### src/rtl/sync_fifo_pkg.sv
// Shared types, defaults and elaboration helpers for the sync_fifo_param family.
package sync_fifo_pkg;

    // Combinational status flags, grouped so they travel together.
    typedef struct packed {
        logic full;
        logic almost_full;
        logic empty;
        logic almost_empty;
    } fifo_status_t;

    localparam int DEF_WIDTH = 8;
    localparam int DEF_DEPTH = 8;

    // True when v is a power of two and at least 2.
    function automatic bit is_pow2(input int v);
        return (v >= 2) && ((v & (v - 1)) == 0);
    endfunction

endpackage

### src/rtl/sync_fifo_mem.sv
// Storage array for sync_fifo_param: one synchronous write port and one
// asynchronous read port. Contents are deliberately not reset.
module sync_fifo_mem #(
    parameter int WIDTH = 8,
    parameter int DEPTH = 8
) (
    input  logic                     clk,
    input  logic                     we,
    input  logic [$clog2(DEPTH)-1:0] waddr,
    input  logic [WIDTH-1:0]         wdata,
    input  logic [$clog2(DEPTH)-1:0] raddr,
    output logic [WIDTH-1:0]         rdata
);

    logic [WIDTH-1:0] mem [DEPTH];

    // Store the incoming word on an accepted write.
    always_ff @(posedge clk) begin
        if (we) begin
            mem[waddr] <= wdata;
        end
    end

    assign rdata = mem[raddr];

endmodule

### src/rtl/sync_fifo_param.sv
// Synchronous FIFO with power-of-2 depth, programmable almost-full/almost-empty
// thresholds, exact occupancy and standard (FWFT=0) or first-word-fall-through
// (FWFT=1) read mode.
// Optional build macro SYNC_FIFO_ERR_FLAGS_EN adds sticky overflow/underflow
// flags with an err_clr input.
module sync_fifo_param
    import sync_fifo_pkg::*;
#(
    parameter int WIDTH    = DEF_WIDTH,
    parameter int DEPTH    = DEF_DEPTH,
    parameter int AF_LEVEL = DEPTH - 2,
    parameter int AE_LEVEL = 2,
    parameter int FWFT     = 0
) (
    input  logic                     clk,
    input  logic                     nrst,
    input  logic                     wr_en,
    input  logic [WIDTH-1:0]         wr_data,
    input  logic                     rd_en,
    output logic [WIDTH-1:0]         rd_data,
    output logic                     rd_valid,
    output logic                     full,
    output logic                     almost_full,
    output logic                     empty,
    output logic                     almost_empty,
    output logic [$clog2(DEPTH):0]   level
`ifdef SYNC_FIFO_ERR_FLAGS_EN
    ,
    input  logic                     err_clr,
    output logic                     overflow,
    output logic                     underflow
`endif
);

    localparam int AW = $clog2(DEPTH);
    localparam logic [AW:0] AF_THR = AF_LEVEL[AW:0];
    localparam logic [AW:0] AE_THR = AE_LEVEL[AW:0];

    // Reject configurations the pointer arithmetic cannot represent.
    generate
        if (!is_pow2(DEPTH) || AF_LEVEL < 0 || AF_LEVEL > DEPTH ||
            AE_LEVEL < 0 || AE_LEVEL >= DEPTH || WIDTH < 1) begin : g_bad_cfg
            $error("sync_fifo_param: illegal DEPTH/AF_LEVEL/AE_LEVEL/WIDTH");
        end
    endgenerate

    // Handshake: wr_en is a request that is accepted on a rising edge only when
    // full is low (full acts as an inverted ready); rd_en is accepted only when
    // empty is low. A request seen against the opposing flag is dropped without
    // any state change, and both sides are judged on the flags at cycle start.
    logic [AW:0]      wptr, rptr;
    logic             wr_acc, rd_acc;
    logic [WIDTH-1:0] mem_rdata;
    fifo_status_t     status;

    assign wr_acc = wr_en && !status.full;
    assign rd_acc = rd_en && !status.empty;

    // Advance the write/read pointers on accepted operations.
    always_ff @(posedge clk) begin
        if (!nrst) begin
            wptr <= '0;
            rptr <= '0;
        end else begin
            if (wr_acc) wptr <= wptr + 1'b1;
            if (rd_acc) rptr <= rptr + 1'b1;
        end
    end

    // Occupancy and flags derived purely from the registered pointers.
    always_comb begin
        level               = wptr - rptr;
        status.empty        = (wptr == rptr);
        status.full         = (wptr[AW-1:0] == rptr[AW-1:0]) && (wptr[AW] != rptr[AW]);
        status.almost_full  = (level >= AF_THR);
        status.almost_empty = (level <= AE_THR);
    end

    assign full         = status.full;
    assign almost_full  = status.almost_full;
    assign empty        = status.empty;
    assign almost_empty = status.almost_empty;

    sync_fifo_mem #(
        .WIDTH (WIDTH),
        .DEPTH (DEPTH)
    ) u_mem (
        .clk   (clk),
        .we    (wr_acc && nrst),
        .waddr (wptr[AW-1:0]),
        .wdata (wr_data),
        .raddr (rptr[AW-1:0]),
        .rdata (mem_rdata)
    );

    generate
        if (FWFT != 0) begin : g_fwft
            // Head of queue is presented directly; rd_en acknowledges it.
            assign rd_data  = mem_rdata;
            assign rd_valid = !status.empty;
        end else begin : g_std
            logic [WIDTH-1:0] rd_data_q;
            logic             rd_valid_q;

            // Register the head word on an accepted read; valid pulses one cycle.
            always_ff @(posedge clk) begin
                if (!nrst) begin
                    rd_data_q  <= '0;
                    rd_valid_q <= 1'b0;
                end else begin
                    rd_valid_q <= rd_acc;
                    if (rd_acc) rd_data_q <= mem_rdata;
                end
            end

            assign rd_data  = rd_data_q;
            assign rd_valid = rd_valid_q;
        end
    endgenerate

`ifdef SYNC_FIFO_ERR_FLAGS_EN
    logic overflow_q, underflow_q;

    // Sticky error flags; a new error wins over a same-cycle clear.
    always_ff @(posedge clk) begin
        if (!nrst) begin
            overflow_q  <= 1'b0;
            underflow_q <= 1'b0;
        end else begin
            if (wr_en && status.full)     overflow_q <= 1'b1;
            else if (err_clr)             overflow_q <= 1'b0;
            if (rd_en && status.empty)    underflow_q <= 1'b1;
            else if (err_clr)             underflow_q <= 1'b0;
        end
    end

    assign overflow  = overflow_q;
    assign underflow = underflow_q;
`endif

endmodule

### config.mk
export PLATFORM = sky130hd
export DESIGN_NAME = sync_fifo_param
export DESIGN_NICKNAME = d
export VERILOG_FILES = /design/src/rtl/sync_fifo_pkg.sv /design/src/rtl/sync_fifo_mem.sv /design/src/rtl/sync_fifo_param.sv
export SDC_FILE = /design/constraint.sdc
export NUM_CORES = 1
export LEC_CHECK = 0
export ABC_AREA = 1
export ABC_CLOCK_PERIOD_IN_PS = 5400
export CAP_MARGIN = 20
export CORE_ASPECT_RATIO = 1.2
export CORE_MARGIN = 2
export CORE_UTILIZATION = 30
export CTS_CLUSTER_DIAMETER = 30
export DETAILED_ROUTE_END_ITERATION = 8
export PLACE_DENSITY = 0.46
export SKIP_LAST_GASP = 1
export SYNTH_ARGS = -nofsm -noshare
export SYNTH_HDL_FRONTEND = slang
export SYNTH_SLANG_ARGS = --single-unit
### constraint.sdc
create_clock -name clk -period 5.4 [get_ports clk]
set_input_delay 0.81 -clock clk [delete_from_list [all_inputs] [get_ports clk]]
set_output_delay 0.81 -clock clk [all_outputs]
set_load 0.005 [all_outputs]
==> results.md, run 1 <==
## Clock tree
* **clock network latency to the later pin of the worst-skew pair** 0.33 ns
* **cts bufs inserted** 9
* **H-Tree Depth** 3
* **Longest Clk Path Bufs** 2
* **number of setup buffers added after CTS** 0
* **hold-fix buffers at CTS** 0
* **CTS tree** done
* **buffer cell driving the clock tree root** clkbuf_16
* **clock sink total** 81
* **Resize count post-CTS** 0
* **clock-pin slew on the worst setup and hold paths** 0.06 ns

## Critical path
* **reg-to-reg startpoint** rptr[2]$_SDFFE_PN0P_
* **worst path required time** 4.59 ns
* **CP Class** flop to output pin
* **Worst path max stage delay** 0.62 ns
* **library cell contributing the largest single delay on the critical path** dfxtp_1
* **Top delay family on crit path** buffers and inverters
* **Setup crit end kind** output pin
* **source of the critical timing path** rptr[2]$_SDFFE_PN0P_
* **worst path buffer plus inverter count** 2
* **Data arrival, critical path** 3.03 ns
* **chain of cells forming the critical path** clkinv_1 > ha_1 > a21oi_1 > o21ai_0 > or2_2 > nand2_1 > clkdlybuf4s50_1
* **maximum fanout encountered on the critical timing path** 12
* **crit start category** flop

## Cells and area
* **total of fill cells in the finished design** 1,205
* **synthesis-to-layout area growth** 19.4%
* **number of cells in the finished layout apart from fillers** 561
* **layout cell share with drive strength beyond 1** 12.3%
* **Layout Nets** 414
* **diode insertion count for antenna repair** 0

## Floorplanning
* **Initial Utilization** 30.7%
* **width of the die** 105 um
* **row count** 44
* **Die ar.** 13,200 um^2
* **count of boundary I/O pins** 29
* **DIE HEIGHT** 126 um
* **core box area** 12,100 um^2

## Synthesis
* **total nets after synthesis** 385
* **main area contributors after synthesis** edfxtp_1 (52%), nand2_1 (9.8%), dfxtp_1 (9.2%)
* **most instantiated library cell after synthesis** nand2_1
* **fraction of registers with async set/reset** 0%
* **synth warn** 0
* **share of the synthesized area in the top cell type** 51.9%
* **largest area contributor in the netlist** edfxtp_1
* **number of synthesized flops with an enable pin** 64
* **Most used DFF post-synth** edfxtp_1
* **Synth Cell Area** 3700 um^2
* **most frequent cells after synthesis** nand2_1 (97), edfxtp_1 (64), inv_1 (58)
* **synthesized area per cell** 10.1 um^2
* **Distinct cells, synth** 28
* **Synth Register Bits** 81
* **number of instances in the synthesized netlist** 367
* **share of synthesized area occupied by flip-flops and latches** 61.1%

## Global route
* **vias in the first global route** 2,280
* **overall routing resource usage** 13.1%
* **initial antenna violation count** 0
* **global-route wire length before repair** 13,000 um
* **total congestion overflow** 0
* **pin count of the biggest net entering global routing** 37

## Timing
* **setup TNS after final layout** 0 ns
* **setup repair after global routing missed its margin** no
* **transition time of the tightest slew-check pin** 1.09 ns
* **clock skew after layout** 0.00691 ns
* **max-slew violation count** 0
* **worst slew margin relative to its limit** 26.8%
* **setup violators final** 0
* **Hold Vio Cnt, Final** 0
* **top achievable clock speed** 260 MHz
* **shortest period the worst path allows** 3.84 ns
* **Final period util** 71.1%

## Pwr
* **leakage power** 1.78 nW
* **Power per Cell Area** 375 nW/um^2
* **worst IR drop on VDD** 154 uV

## Place
* **DP Wirelength** 5110 um
* **quantity of I/O buffers inserted on ports** 28
* **Placed Instances** 546
* **gpl congestion** 0.790

## Drt
* **drt first-iter violations** 137
* **DR vias/cell** 4.26
* **Routed Antenna Nets** 0
* **router iterations before antenna repair** 4
* **routed via count** 2,388
* **Post-Route WL** 8180 um
* **# DRC** 0
* **DR WL/cell** 14.6 um

## Status
* **result of the run** finished, final reports clean

## Job
* **Max Cap Viol** 0

## Hold path
* **Hold Path Class** flop to flop
* **worst hold path startpoint** rd_data[7]$_SDFFE_PN0P_

cells by family (layout without fill, tap and decap cells):
group                      Yosys count  in the layout  synth area share [%]
DFF                                 81             81                  61.1
and+or+nand+nor                    175            175                  21.7
buffers and inverters               77            110                  9.87
xor gates and xnor gates             5              5                  1.18
AOI/OAI and AO/OA                   23             23                  3.89
adders and majority gates            6              6                  2.23
path summary, 6_finish.rpt:
kind	depth (start not counted)	endpoint	slack, ns
worst max-delay path	7	level[3]	1.56
worst min-delay path	2	rd_data[7]$_SDFFE_PN0P_	0.46
worst max register to register	9	u_mem.mem[3][4]$_DFFE_PP_	2.12
worst min register to register	2	rd_data[7]$_SDFFE_PN0P_	0.46
stage by stage:
step                power [mW]  hold slack [ns]  util, %  setup WS, ns  area [um^2]
floorplan                0.927            0.456        -          2.96         3700
global placement          1.04            0.454     34.1          2.02         4110
detailed placement        1.04            0.458     34.1          1.91         4110
CTS                       1.68            0.467     36.7          1.54         4420
global route              1.74            0.484     36.7          1.31         4420
finish                    1.66            0.464     36.7          1.56         4420
state kept, by name, indices dropped and copies added, names as in the netlist:
name,count
rd_data,8
rd_valid,1
u_mem.mem,64
rptr,4
wptr,4
report_power, final:
part	internal, mW	switching [mW]
Sequential	0.695	0.0131
Combinational	0.130	0.184
Clock	0.400	0.235
cell usage in the layout (no fill, tap or decap):
cell / count
nand2_1: 97
edfxtp_1: 64
inv_1: 58
nand3_1: 52
clkdlybuf4s50_1: 28
dfxtp_1: 17
nand2_2: 10
a21oi_1: 10
clkbuf_16: 9
a21oi_2: 7
o21ai_0: 5
nor3_2: 5
ha_1: 5
nor2_1: 4
xor2_1: 4
clkinv_1: 3
nand2_4: 3
buf_4: 3
inv_2: 2
inv_4: 2
bufinv_16: 2
or2_2: 1
nor2_4: 1
clkinv_2: 1
nor3_1: 1
xnor2_1: 1
o21bai_1: 1
nand2_8: 1
fa_1: 1
clkinvlp_4: 1
clkinv_4: 1
metal layers:
layer	wire (um)	part of all wire, %	global-route usage, %
met3	195	2.4	2.90
met4	138	1.7	4.71
met5	0	0	0
met1	3920	48	18.0
met2	3920	48	20.6
worst register-to-register path, cell delays in order (launching register included):
cell and delay (ns):
dfxtp_1 0.62, clkinv_1 0.47, ha_1 0.49, nand2_2 0.11
nor2_4 0.05, nand2_2 0.09, nand2_4 0.07, clkinv_2 0.08
nand2_4 0.09, nor3_2 0.84
area by class of cell:
cell class	count	area (um^2)	share of cell area, %
timing repair buffer	31	303	6.85
tap	161	201	4.56
clock inverter	6	83.8	1.90
inverter	64	246	5.58
clock buffer	9	225	5.09
sequential	81	2260	51.2
multi-input combinational	209	1100	24.9
No activity file was read; power rests on OpenSTA's default activity.
==> run 2, diff against run 1 <==
- ABC_CLOCK_PERIOD_IN_PS: 5400 -> 3150
- PLACE_DENSITY: 0.46 -> 0.47
- clock period: 5.4 -> 3.15 ns (I/O delays scaled with it)
==> run 2 against run 1 <==
  * Clock-buffer cell count unchanged
  * Register-to-register slack worse by 1.1 ns
  * Final area about the same
  * First-iteration DRC count down 29%
  * Combinational power up 70%
  * Via count up 2.7%
  * Worst setup slack worse by 1.3 ns
  * Sequential share of layout area about the same
  * Flip-flop and latch count unchanged
  * Sequential power up 71%
==> results.md, run 2 (synthesized netlist as in run 1, its figures left out) <==
## Status
* **result of the run** finished, final reports clean

## Timing
* **top achievable clock speed** 347 MHz
* **Final Worst Setup Slack** 0.266 ns, -1.29 ns
* **setup TNS after final layout** 0 ns, unchanged
* **worst slew margin relative to its limit** 60.2%, +33 points
* **Final period util** 91.6%
* **transition time of the tightest slew-check pin** 0.597 ns, -0.495 ns
* **setup violators final** 0, unchanged
* **shortest period the worst path allows** 2.88 ns
* **max-slew violation count** 0, unchanged
* **Hold Vio Cnt, Final** 0, unchanged
* **clock skew after layout** 0.00805 ns, +0.00114 ns
* **setup repair after global routing missed its margin** no

## Global route
* **total congestion overflow** 0, unchanged
* **pin count of the biggest net entering global routing** 36, -2.7%
* **global-route wire length before repair** 12,800 um, -2.0%
* **overall routing resource usage** 12.8%, -0.33 points
* **routing usage on met3** 2.64%, -0.26 points
* **initial antenna violation count** 0, unchanged
* **global routing met1 resource utilization** 16.5%, -1.5 points
* **vias in the first global route** 2,336, +2.5%
* **met2 usage** 21.1%, +0.49 points
* **global route hottest layer** met2

## Drt
* **routed via count** 2,453, +2.7%
* **DR vias/cell** 4.29, +0.75%
* **router iterations before antenna repair** 5, +1
* **DR WL/cell** 14.1 um, -3.1%
* **Post-Route WL** 8080 um, -1.2%
* **Routed Antenna Nets** 0, unchanged
* **# DRC** 0, unchanged
* **drt first-iter violations** 97, -29%

## Hold path
* **worst hold path startpoint** rd_data[1]$_SDFFE_PN0P_
* **Hold Path Class** flop to flop
* **Worst Hold End** rd_data[1]$_SDFFE_PN0P_
* **worst hold path stage count** 2, unchanged

## Critical path
* **reg-to-reg startpoint** wptr[0]$_SDFFE_PN0P_
* **maximum fanout encountered on the critical timing path** 7, -5
* **worst path required time** 2.68 ns, -1.91 ns
* **source of the critical timing path** wptr[0]$_SDFFE_PN0P_
* **R2R depth** 10, +1
* **Data arrival, critical path** 2.41 ns, -0.62 ns
* **crit start category** flop
* **endpoint of the worst-slack reg-to-reg timing path** u_mem.mem[5][5]$_DFFE_PP_
* **Setup crit end kind** output pin
* **CP Class** flop to output pin
* **internal reg-to-reg setup slack** 1.06 ns, -1.06 ns

## Clock tree
* **Resize count post-CTS** 0, unchanged
* **Longest Clk Path Bufs** 2, unchanged
* **CTS tree** done
* **H-Tree Depth** 3, unchanged
* **clock network latency to the later pin of the worst-skew pair** 0.33 ns, about the same
* **clock-pin slew on the worst setup and hold paths** 0.06 ns, about the same
* **cts bufs inserted** 9, unchanged
* **hold-fix buffers at CTS** 0, unchanged
* **clock sink total** 81, unchanged
* **number of setup buffers added after CTS** 0, unchanged
* **buffer cell driving the clock tree root** clkbuf_16

## Pwr
* **Power per Cell Area** 607 nW/um^2, +62%
* **worst IR drop on VDD** 233 uV, +51%
* **leakage power** 1.80 nW, +1.5%

## Cells and area
* **number of cells in the finished layout apart from fillers** 572, +2.0%
* **register area** 2260 um^2, unchanged
* **most frequent cells in the layout** nand2_1 (97), edfxtp_1 (64), inv_1 (58)
* **layout cell share with drive strength beyond 1** 13.4%, +1.1 points
* **number of flip-flops in the largest register** 64, unchanged
* **synthesis-to-layout area growth** 19.5%, about the same
* **most common cell after layout, fill and taps aside** nand2_1
* **largest reg by FF count** u_mem.mem
* **Layout Nets** 424, +2.4%
* **area of the multi-input gates** 1070 um^2, -2.3%
* **diode insertion count for antenna repair** 0, unchanged
* **total of fill cells in the finished design** 1,220, +1.2%

## Floorplanning
* **Initial Utilization** 30.7%, unchanged
* **core box area** 12,100 um^2, unchanged
* **Die ar.** 13,200 um^2, unchanged
* **width of the die** 105 um, unchanged
* **DIE HEIGHT** 126 um, unchanged
* **row count** 44, unchanged
* **count of boundary I/O pins** 29, unchanged

## Place
* **gpl congestion** 0.764, -3.3%
* **quantity of I/O buffers inserted on ports** 28, unchanged
* **Placed Instances** 556, +1.8%
* **placement-stage worst setup slack** 0.592 ns, -1.32 ns
* **DP Wirelength** 5090 um, -0.31%

## Job
* **Max Cap Viol** 0, unchanged

## run 2: critical path: stages (launching register included)
cell and delay (ns):
dfxtp_1 0.41, inv_1 0.14, ha_1 0.23, fa_1 0.38, xnor2_1 0.16, o21bai_1 0.16, nor2_1 0.10, clkdlybuf4s50_1 0.50
## run 2: how the worst max path moves through the flow
stage                                           end  depth (start not counted)
final                                  almost_empty                          7
after global routing                   almost_empty                          7
after CTS                              almost_empty                          7
after detailed placement               almost_empty                          7
after global placement                 almost_empty                          7
after floorplan           u_mem.mem[0][0]$_DFFE_PP_                         11
## run 2: per-layer routing
| layer | wire length (um) | part of all wire, % |
|---|---|---|
| met3 | 210 | 2.6 |
| met4 | 167 | 2.1 |
| met2 | 4000 | 50 |
| met1 | 3700 | 46 |
| met5 | 0 | 0 |
## run 2: final cells by class
| class | count | area share [%] |
|---|---|---|
| flip-flops and latches | 81 | 51.1 |
| multi-input cells | 209 | 24.3 |
| repair buffers | 41 | 8.54 |
| inverters | 64 | 5.57 |
| clock buffers | 9 | 5.09 |
| well taps | 161 | 4.55 |
| clock inverters | 7 | 0.848 |
## run 2: power breakdown
group	internal, mW	switching (mW)	total, mW
registers	1.19	0.0219	1.21
clock network	0.524	0.411	0.934
logic	0.229	0.308	0.537
## run 2: per-stage QoR
stage / hold slack, ns / cell area, um^2 / util (%) / power (mW)
after detailed placement: 0.462 / 4160 / 34.5 / 1.79
final: 0.468 / 4420 / 36.7 / 2.69
after CTS: 0.473 / 4420 / 36.7 / 2.72
after global routing: 0.495 / 4420 / 36.7 / 2.81
after global placement: 0.462 / 4160 / 34.5 / 1.78
after floorplan: 0.456 / 3700 / - / 1.59
